**src/rtl/jpeg_block_sequencer_if.sv**
```systemverilog
// rtl/jpeg_block_sequencer_if.sv - address/handshake bundle between the block sequencer and its DCT/quantizer consumers
interface jpeg_block_sequencer_if #(
    parameter int ADDR_W = 16
);
    logic [ADDR_W-1:0] frm_addr;
    logic              frm_vld;
    logic              frm_rdy;
    logic [5:0]        tr_addr;
    logic              tr_vld;
    logic              tr_rdy;
    logic [5:0]        zz_addr;
    logic              zz_vld;
    logic              zz_rdy;
    logic              stage_done;

    modport master (
        output frm_addr, frm_vld, tr_addr, tr_vld, zz_addr, zz_vld,
        input  frm_rdy, tr_rdy, zz_rdy, stage_done
    );

    modport slave (
        input  frm_addr, frm_vld, tr_addr, tr_vld, zz_addr, zz_vld,
        output frm_rdy, tr_rdy, zz_rdy, stage_done
    );
endinterface

```
**src/rtl/jpeg_block_sequencer.sv**
```systemverilog
// rtl/jpeg_block_sequencer.sv - 8x8 block ROW/COL/ZIG address sequencer for the MJPEG encode path
// Optional SEQ_STALL_CNT_EN adds a saturating stall_cnt output.
module jpeg_block_sequencer #(
    parameter int IMG_W  = 320,
    parameter int IMG_H  = 120,
    parameter int ADDR_W = 16,
    localparam int NBX  = IMG_W / 8,
    localparam int NBY  = IMG_H / 8,
    localparam int BX_W = (NBX > 1) ? $clog2(NBX) : 1,
    localparam int BY_W = (NBY > 1) ? $clog2(NBY) : 1
) (
    input  logic                  clk,
    input  logic                  rst_n,
    input  logic                  start,
    input  logic                  abort,
    jpeg_block_sequencer_if.master bus,
    output logic [BX_W-1:0]       blk_x,
    output logic [BY_W-1:0]       blk_y,
    output logic                  busy,
    output logic                  blk_done,
    output logic                  frame_done
`ifdef SEQ_STALL_CNT_EN
    ,
    output logic [31:0]           stall_cnt
`endif
);

    localparam longint unsigned NPIX = longint'(IMG_W) * longint'(IMG_H);

    if (IMG_W % 8 != 0 || IMG_W < 8) begin : g_bad_img_w
        $error("IMG_W must be a non-zero multiple of 8");
    end
    if (IMG_H % 8 != 0 || IMG_H < 8) begin : g_bad_img_h
        $error("IMG_H must be a non-zero multiple of 8");
    end
    if (ADDR_W < 1 || (ADDR_W < 63 && (64'd1 << ADDR_W) < NPIX)) begin : g_bad_addr_w
        $error("ADDR_W too narrow for IMG_W*IMG_H pixels");
    end

    localparam logic [ADDR_W-1:0] ROW_STEP = ADDR_W'(IMG_W - 7);
    localparam logic [ADDR_W-1:0] BLK_STEP = ADDR_W'(8);
    localparam logic [ADDR_W-1:0] ROW_JUMP = ADDR_W'(8 + 7 * IMG_W);
    localparam logic [BX_W-1:0]   BX_MAX   = BX_W'(NBX - 1);
    localparam logic [BY_W-1:0]   BY_MAX   = BY_W'(NBY - 1);

    // Natural (row-major) coefficient index for each zigzag position.
    localparam logic [5:0] ZZ [64] = '{
        6'd0,  6'd1,  6'd8,  6'd16, 6'd9,  6'd2,  6'd3,  6'd10,
        6'd17, 6'd24, 6'd32, 6'd25, 6'd18, 6'd11, 6'd4,  6'd5,
        6'd12, 6'd19, 6'd26, 6'd33, 6'd40, 6'd48, 6'd41, 6'd34,
        6'd27, 6'd20, 6'd13, 6'd6,  6'd7,  6'd14, 6'd21, 6'd28,
        6'd35, 6'd42, 6'd49, 6'd56, 6'd57, 6'd50, 6'd43, 6'd36,
        6'd29, 6'd22, 6'd15, 6'd23, 6'd30, 6'd37, 6'd44, 6'd51,
        6'd58, 6'd59, 6'd52, 6'd45, 6'd38, 6'd31, 6'd39, 6'd46,
        6'd53, 6'd60, 6'd61, 6'd54, 6'd47, 6'd55, 6'd62, 6'd63
    };

    typedef enum logic [2:0] {IDLE, ROW, ROW_W, COL, COL_W, ZIG, ZIG_W, DONE} state_t;

    state_t            state;
    state_t            state_next;
    logic [5:0]        k;
    logic [ADDR_W-1:0] base;
    logic [ADDR_W-1:0] frm_addr_q;
    logic              beat;
    logic              last_blk;

    assign last_blk     = (blk_x == BX_MAX) && (blk_y == BY_MAX);
    assign bus.frm_addr = frm_addr_q;
    assign bus.tr_addr  = {k[2:0], k[5:3]};
    assign bus.zz_addr  = ZZ[k];

    always_ff @(posedge clk) begin
        if (!rst_n) state <= IDLE;
        else        state <= state_next;
    end

    always_comb begin
        state_next  = state;
        blk_done    = 1'b0;
        frame_done  = 1'b0;
        busy        = (state != IDLE);
        bus.frm_vld = (state == ROW);
        bus.tr_vld  = (state == COL);
        bus.zz_vld  = (state == ZIG);
        beat        = (bus.frm_vld && bus.frm_rdy) || (bus.tr_vld && bus.tr_rdy) ||
                      (bus.zz_vld && bus.zz_rdy);
        if (abort) begin
            state_next = IDLE;
        end else begin
            case (state)
                IDLE:  if (start) state_next = ROW;
                ROW:   if (beat && k == 6'd63) state_next = ROW_W;
                ROW_W: if (bus.stage_done) state_next = COL;
                COL:   if (beat && k == 6'd63) state_next = COL_W;
                COL_W: if (bus.stage_done) state_next = ZIG;
                ZIG:   if (beat && k == 6'd63) state_next = ZIG_W;
                ZIG_W: begin
                    if (bus.stage_done) begin
                        blk_done   = 1'b1;
                        state_next = last_blk ? DONE : ROW;
                    end
                end
                DONE: begin
                    frame_done = 1'b1;
                    state_next = IDLE;
                end
            endcase
        end
    end

    // k wraps 63 -> 0 on the final beat, so every phase starts from k=0 without extra clears.
    always_ff @(posedge clk) begin
        if (!rst_n || abort) begin
            k          <= '0;
            base       <= '0;
            frm_addr_q <= '0;
            blk_x      <= '0;
            blk_y      <= '0;
        end else begin
            if (beat) k <= k + 6'd1;
            if (state == ROW && beat && k != 6'd63)
                frm_addr_q <= frm_addr_q + ((k[2:0] == 3'd7) ? ROW_STEP : ADDR_W'(1));
            if (blk_done) begin
                if (last_blk) begin
                    base       <= '0;
                    frm_addr_q <= '0;
                    blk_x      <= '0;
                    blk_y      <= '0;
                end else if (blk_x == BX_MAX) begin
                    blk_x      <= '0;
                    blk_y      <= blk_y + BY_W'(1);
                    base       <= base + ROW_JUMP;
                    frm_addr_q <= base + ROW_JUMP;
                end else begin
                    blk_x      <= blk_x + BX_W'(1);
                    base       <= base + BLK_STEP;
                    frm_addr_q <= base + BLK_STEP;
                end
            end
        end
    end

`ifdef SEQ_STALL_CNT_EN
    logic stall;
    assign stall = (bus.frm_vld && !bus.frm_rdy) || (bus.tr_vld && !bus.tr_rdy) ||
                   (bus.zz_vld && !bus.zz_rdy);

    always_ff @(posedge clk) begin
        if (!rst_n)
            stall_cnt <= '0;
        else if (state == IDLE && start && !abort)
            stall_cnt <= '0;
        else if (stall && stall_cnt != 32'hFFFF_FFFF)
            stall_cnt <= stall_cnt + 32'd1;
    end
`endif

endmodule
```
**src/flat_wrapper.sv**
```systemverilog
// flat-port wrapper written by rule: the top's interface ports become plain ports
module jpeg_block_sequencer_flat 
#(
    parameter int IMG_W  = 320,
    parameter int IMG_H  = 120,
    parameter int ADDR_W = 16,
    localparam int NBX  = IMG_W / 8,
    localparam int NBY  = IMG_H / 8,
    localparam int BX_W = (NBX > 1) ? $clog2(NBX) : 1,
    localparam int BY_W = (NBY > 1) ? $clog2(NBY) : 1
)
  (clk, rst_n, start, abort, blk_x, blk_y, busy, blk_done, frame_done, bus_frm_addr, bus_frm_vld, bus_tr_addr, bus_tr_vld, bus_zz_addr, bus_zz_vld, bus_frm_rdy, bus_tr_rdy, bus_zz_rdy, bus_stage_done);
  jpeg_block_sequencer_if #(.ADDR_W(ADDR_W)) bus_i ();
  input  logic clk;
  input  logic rst_n;
  input  logic start;
  input  logic abort;
  output logic [BX_W-1:0] blk_x;
  output logic [BY_W-1:0] blk_y;
  output logic busy;
  output logic blk_done;
  output logic frame_done;
  output wire logic [$bits(bus_i.frm_addr)-1:0] bus_frm_addr;
  output wire logic [$bits(bus_i.frm_vld)-1:0] bus_frm_vld;
  output wire logic [$bits(bus_i.tr_addr)-1:0] bus_tr_addr;
  output wire logic [$bits(bus_i.tr_vld)-1:0] bus_tr_vld;
  output wire logic [$bits(bus_i.zz_addr)-1:0] bus_zz_addr;
  output wire logic [$bits(bus_i.zz_vld)-1:0] bus_zz_vld;
  input wire logic [$bits(bus_i.frm_rdy)-1:0] bus_frm_rdy;
  input wire logic [$bits(bus_i.tr_rdy)-1:0] bus_tr_rdy;
  input wire logic [$bits(bus_i.zz_rdy)-1:0] bus_zz_rdy;
  input wire logic [$bits(bus_i.stage_done)-1:0] bus_stage_done;
  assign bus_frm_addr = bus_i.frm_addr;
  assign bus_frm_vld = bus_i.frm_vld;
  assign bus_tr_addr = bus_i.tr_addr;
  assign bus_tr_vld = bus_i.tr_vld;
  assign bus_zz_addr = bus_i.zz_addr;
  assign bus_zz_vld = bus_i.zz_vld;
  assign bus_i.frm_rdy = bus_frm_rdy;
  assign bus_i.tr_rdy = bus_tr_rdy;
  assign bus_i.zz_rdy = bus_zz_rdy;
  assign bus_i.stage_done = bus_stage_done;
  jpeg_block_sequencer #(.IMG_W(IMG_W), .IMG_H(IMG_H), .ADDR_W(ADDR_W)) u_core (.clk(clk), .rst_n(rst_n), .start(start), .abort(abort), .bus(bus_i), .blk_x(blk_x), .blk_y(blk_y), .busy(busy), .blk_done(blk_done), .frame_done(frame_done));
endmodule
```
**config.mk**
```make
export PLATFORM = sky130hd
export DESIGN_NAME = jpeg_block_sequencer_flat
export DESIGN_NICKNAME = d
export VERILOG_FILES = /design/src/rtl/jpeg_block_sequencer_if.sv /design/src/rtl/jpeg_block_sequencer.sv /design/src/flat_wrapper.sv
export SDC_FILE = /design/constraint.sdc
export NUM_CORES = 1
export LEC_CHECK = 0
export ABC_AREA = 1
export BUFFER_PORTS_ARGS = -buffer_cell sky130_fd_sc_hd__buf_2
export CAP_MARGIN = 20
export CORE_UTILIZATION = 38
export DETAILED_ROUTE_END_ITERATION = 8
export SETUP_SLACK_MARGIN = 0.4
export SLEW_MARGIN = 0
export SYNTH_ARGS = -nofsm -noshare
export SYNTH_HDL_FRONTEND = slang
export SYNTH_SLANG_ARGS = --single-unit
```
**constraint.sdc**
```tcl
create_clock -name clk -period 2.25 [get_ports clk]
set_input_delay 0.3375 -clock clk [delete_from_list [all_inputs] [get_ports clk]]
set_output_delay 0.3375 -clock clk [all_outputs]
set_load 0.1 [all_outputs]
```
* Yosys cells after proc, flatten, opt, wreduce, memory -nomap -nowiden
Memories as Yosys holds them, arrays and structs flattened.
Index checks and enable logic that the tools add are counted.
** Operators by class
- Reductions and logical operators :: 18
- Magnitude comparators :: 1
- Muxes and demuxes :: 25
- Bitwise logic cells :: 2
- Equality and inequality tests :: 19
- $add $sub $neg :: 6
** Operator list (count)
- two-way mux 16 bit :: 4
- two-way mux 3 bit :: 8
- two-way mux 6 bit :: 4
- case mux 3 bit (8 select lines) :: 1
- adder 16 x 12 -> 16 bit (second input constant) :: 1
- adder 16 bit :: 1
- adder 16 x 4 -> 16 bit (second input constant) :: 1
- == test 3 bit (second input constant) :: 5
- adder 6 x 1 -> 6 bit (second input constant) :: 2
- == test 6 bit (second input constant) :: 2
- two-way mux 9 bit :: 1
- two-way mux 4 bit :: 2
- inequality test 2 bit (second input constant) :: 4
- greater-or-equal comparator 7 bit (second input constant) :: 1
- logical AND 1 bit :: 7
- inverter 6 -> 7 bit :: 1
- AND reduction 7 bit :: 1
- == test 3 x 2 -> 1 bit (second input constant) :: 2
- inequality test 2 x 1 -> 1 bit (second input constant) :: 3
- inequality test 6 bit (second input constant) :: 1
- two-way mux 1 bit :: 5
- adder 4 x 1 -> 4 bit (second input constant) :: 1
- == test 4 bit (second input constant) :: 1
- nonzero test 2 bit :: 2
- other kinds (8) :: 10
** Storage, ports and cells
- Bits in read-only memories :: 384
- Memories :: 1
- Input port bits :: 8
- Flip-flop bits (word level) :: 51
** Memory list
- (name not given) :: words 64, bits a word 6, rd ports 1, clocked after memory_dff 0, wr ports 0, line jpeg_block_sequencer.sv:71 : assign bus.zz_addr = ZZ[k];

* Logic depth before layout (Yosys ltp)
- Word-level depth :: 8
- Mapped depth :: 15
- Depth with buffers taken out :: 15

* Least setup slack after synthesis
No wires, ideal clock.
- Path kind :: reg2out
- From :: reg u_core.k[0]
- To :: out bus_zz_addr[4]
- Stages on the path, launching flop included :: 10
- Data required time :: 1.913 ns
- Path buffers :: 0
- Arrival :: 4.518 ns
- Slack :: -2.605 ns
- Cells stage by stage :: dfxtp_1 inv_1 ha_1 inv_1 nand2_1 inv_1 o21ai_0 o21ai_0 nor3_1 a221oi_1
** Between the ends
- Cells in the longest elaborated chain, start to end :: 4
** Ends and longest elaborated chain
- start: declaration :: line jpeg_block_sequencer.sv:62 : logic [5:0] k;
- start signal: assignment :: line jpeg_block_sequencer.sv:121 : if (beat) k <= k + 6'd1;
- inverter 6 -> 7 bit (not written as such) :: line jpeg_block_sequencer.sv:71
- memory (64 x 6 bit)
- two-way mux 6 bit (not written as such) (2 in a row) :: line jpeg_block_sequencer.sv:71
- end: declaration :: line flat_wrapper.sv:27 : output wire logic [$bits(bus_i.zz_addr)-1:0] bus_zz_addr;
Every way passes these cells. The select of a mux whose other input is x is not followed.

* Final worst setup path
- From :: reg u_core.k[1]
- To :: out bus_zz_addr[4]
Same word-level chain as after synthesis.

==> impl_metrics.json <==
{
  "max_slew_margin_pct": 66.9,
  "vias": 4666,
  "setup_viol": 3,
  "cts_tree": "yes",
  "htreeDepth": 2,
  "die_area_mm2": 0.0105,
  "antenna_cells": 0,
  "hp-class": "in -> reg",
  "postSynthCellCount": 619,
  "gp_congestion": 0.913,
  "cts.root.buffer_cell": "clkbuf_8",
  "cp_data_required_time_ps": 1910,
  "clk_latency_ps": 320,
  "outcome": "finished, violations left",
  "antenna_found_initial": 0,
  "fp.coreArea_mm2": 0.00977,
  "p_total_mw": 1.77,
  "synth_most_common_cell": "nand2_1",
  "cts.clk_slew.worst_paths_ps": 100,
  "worst_hold_slack_ps": 369,
  "worst_pin_slew_ps": 496,
  "synth_common_cells": "160 x nand2_1, 79 x nor2_1, 70 x inv_1",
  "fin_crit_sh_pct": 105,
  "hold-path-endpoint": "u_core.k[1]$_SDFFE_PP0P_",
  "whs_path_depth": 4,
  "die_w_um": 103,
  "worstSetupEndpointType": "output pin",
  "slew_violations": 0,
  "synth.distinct_cells": 44,
  "yosysSeqAreaShare_pct": 26.6,
  "p_clk_share_pct": 33.6,
  "yosysTopAreaCell": "dfxtp_1",
  "swShare_pct": 31.5,
  "synth_edf_count": 0,
  "synth_ff_type": "dfxtp_1",
  "ys_top_cells_by_area": "dfxtp_1 27%, nand2_1 16%, ha_1 7.8%",
  "crit_chain": "ha_4 > buf_6 > ha_4 > a21oi_2 > o21ai_1 > o211ai_1 > a221oi_4 > buf_12",
  "reg2reg_to": "u_core.bus.frm_addr[9]$_SDFFE_PP0P_",
  "cpMostUsedCell": "ha_4",
  "r2r_start": "u_core.k[1]$_SDFFE_PP0P_",
  "cts_hold_buf": 0,
  "final_nets": 760,
  "drcViolationCount": 0,
  "critPathLaunchType": "register",
  "regArea_mm2": 0.00107,
  "grt.total_usage_pct": 23.4,
  "grt_pass1_vias": 4061,
  "numCtsBuffers": 5,
  "p_leak_nw": 2.57,
  "ant_nets": 0,
  "syn-cell-area_mm2": 0.00384,
  "wl_per_cell_um": 15.8,
  "io_pins": 52,
  "path_max_fanout": 4,
  "finalClockSkew_ps": 9.03,
  "p_sw_uw": 558,
  "drive_gt1_share_pct": 49.7,
  "firstDrtPassIters": 4,
  "cts.path.max_buffers": 2,
  "rsz0062_at_grt": "yes",
  "synthArstFlopShare_pct": 0,
  "port_buffers": 51,
  "p_comb_share_pct": 14.9,
  "num_rows": 36,
  "p_int_mw": 1.21,
  "initial_core_util_pct": 39.3,
  "synthesis.nets": 651,
  "clock-sinks": 51,
  "hpwl_um": 8270,
  "overflow": 0,
  "yosys.area.top_type_share_pct": 26.6,
  "cp.arrival_ps": 2020,
  "hold_viol": 0,
  "wirelength_um": 13600,
  "yosysWarnings": 0,
  "drt_iter0_drc": 265,
  "reg2reg_setup_slack_ps": 40,
  "layout_setup_ws_ps": -106,
  "area_delta_synth_final_pct": 60.8,
  "peakVddDrop_v": 0.000200,
  "power_density_mw_per_mm2": 286,
  "multi_input_area_mm2": 0.00354,
  "violations": "negative setup slack",
  "finalSetupTns_ps": -199,
  "die_h_um": 103,
  "fmax_mhz": 424,
  "cp_slowest_cell": "dfxtp_4",
  "min_from": "bus_zz_rdy",
  "syn_avg_cell_area_um2": 6.21,
  "max_stage_delay_ps": 410,
  "r2r_cells": 16,
  "power_frac_seq_pct": 51.6,
  "crit_type": "reg -> out",
  "viasPerCell": 5.41,
  "grt_pass1_wl_um": 19700,
  "utilization_pct": 63.2,
  "max_cap_viol_count": 0,
  "synth_seq_cells": 51,
  "fillers": 823,
  "grt_max_degree": 27,
  "finalCriticalPeriod_ps": 2360
}
-- kinds of logic after synthesis --
| group | Yosys count | synth area share, % |
|---|---|---|
| AND/OR/NAND/NOR | 323 | 35.9 |
| AO/OA/AOI/OAI | 125 | 18.9 |
| buffers and inverters | 91 | 9.70 |
| flip-flops | 51 | 26.6 |
| adder cells (fa/ha/maj) | 24 | 7.82 |
| XOR/XNOR | 5 | 1.14 |
-- per-stage QoR --
step | setup WS, ps | instances | instance area (um2)
detailed placement | 82.4 | 802 | 4670
CTS | -49.3 | 831 | 5260
global placement | 122 | 802 | 4670
global route | -193 | 862 | 6180
floorplan | -470 | 619 | 4120
finish | -106 | 862 | 6180
-- power by group through the flow --
stage / clock network (mW) / logic, mW / registers [mW]
2_1_floorplan: 0 / 0.126 / 0.965
3_3_place_gp: 0 / 0.208 / 0.933
3_5_place_dp: 0 / 0.208 / 0.933
4_1_cts: 0.602 / 0.222 / 0.911
5_1_grt: 0.641 / 0.280 / 0.913
6_report: 0.593 / 0.263 / 0.912
-- flip-flops by register name, summed over array words and instances, names as in the netlist --
| signal | count |
|---|---|
| u_core.k | 6 |
| u_core.bus.frm_addr | 16 |
| u_core.blk_y | 4 |
| u_core.base | 16 |
| u_core.blk_x | 6 |
| u_core.state | 3 |
-- routing by layer --
layer | track usage (%) | routed length (um) | up-vias
li1 | - | - | 2272
met1 | 32.8 | 5840 | 2185
met2 | 38.8 | 6680 | 171
met3 | 2.24 | 733 | 38
met4 | 5.05 | 368 | 0
met5 | 0 | 0 | -
-- cells in the final DEF, fill, tap and decap left out, types with 3 or more instances in the layout --
| cell | Yosys | routed |
|---|---|---|
| inv_4 | 1 | 6 |
| nand3_2 | 1 | 19 |
| dfxtp_4 | 0 | 9 |
| xor2_1 | 5 | 4 |
| dfxtp_2 | 0 | 9 |
| buf_6 | 3 | 18 |
| a21oi_2 | 1 | 26 |
| o21ai_0 | 31 | 17 |
| nor3_4 | 1 | 3 |
| o21ai_4 | 1 | 7 |
| inv_1 | 70 | 51 |
| inv_2 | 1 | 10 |
| clkinvlp_4 | 0 | 3 |
| a21oi_1 | 49 | 24 |
| ha_1 | 24 | 10 |
| nand3_1 | 50 | 25 |
| nand2_4 | 1 | 21 |
| a31oi_1 | 6 | 5 |
| ha_4 | 0 | 13 |
| o22ai_1 | 6 | 4 |
| nand3_4 | 0 | 7 |
| nand2_2 | 2 | 38 |
| nor3_1 | 12 | 8 |
| o21ai_1 | 10 | 12 |
| nor2_4 | 0 | 16 |
| buf_2 | 1 | 42 |
| buf_12 | 0 | 9 |
| nand3b_1 | 5 | 5 |
| o21ai_2 | 1 | 7 |
| nand2_1 | 160 | 103 |
| o211ai_1 | 7 | 7 |
| nor3b_1 | 3 | 3 |
| nor2_1 | 79 | 42 |
| buf_4 | 1 | 47 |
| clkbuf_8 | 0 | 5 |
| nand4_1 | 5 | 5 |
| dfxtp_1 | 51 | 33 |
| nor2_2 | 0 | 21 |
-- how the worst max path moves through the flow --
stage	startpoint	end	slack (ps)
after floorplan	u_core.k[0]$_SDFFE_PP0P_	bus_zz_addr[4]	-470
after global placement	u_core.k[0]$_SDFFE_PP0P_	bus_zz_addr[3]	120
after detailed placement	u_core.k[0]$_SDFFE_PP0P_	bus_zz_addr[4]	80
after CTS	u_core.k[0]$_SDFFE_PP0P_	bus_zz_addr[4]	-50
after global routing	u_core.k[0]$_SDFFE_PP0P_	bus_zz_addr[4]	-190
final	u_core.k[1]$_SDFFE_PP0P_	bus_zz_addr[4]	-110
-- area by class of cell --
class | count | share of cell area, %
tap | 133 | 2.69
clock buffer | 5 | 1.11
timing repair buffer | 119 | 15.8
sequential | 51 | 17.3
clock inverter | 3 | 0.445
multi-input combinational | 477 | 57.4
inverter | 74 | 5.35
-- critical path, delay by kind of cell, from the launching register on --
kind | cells | cell delay, ps
compound gates | 4 | 690
flops | 1 | 410
buf+inv | 2 | 320
fa+ha+maj | 2 | 270
-- what timing repair did --
item / CTS / global route
gates resized for setup: 91 / 182
endpoints found under the setup margin: 28 / 38
setup buffers: 21 / 31
pin swaps: 38 / 82
Power figures use the tool's default switching activity.
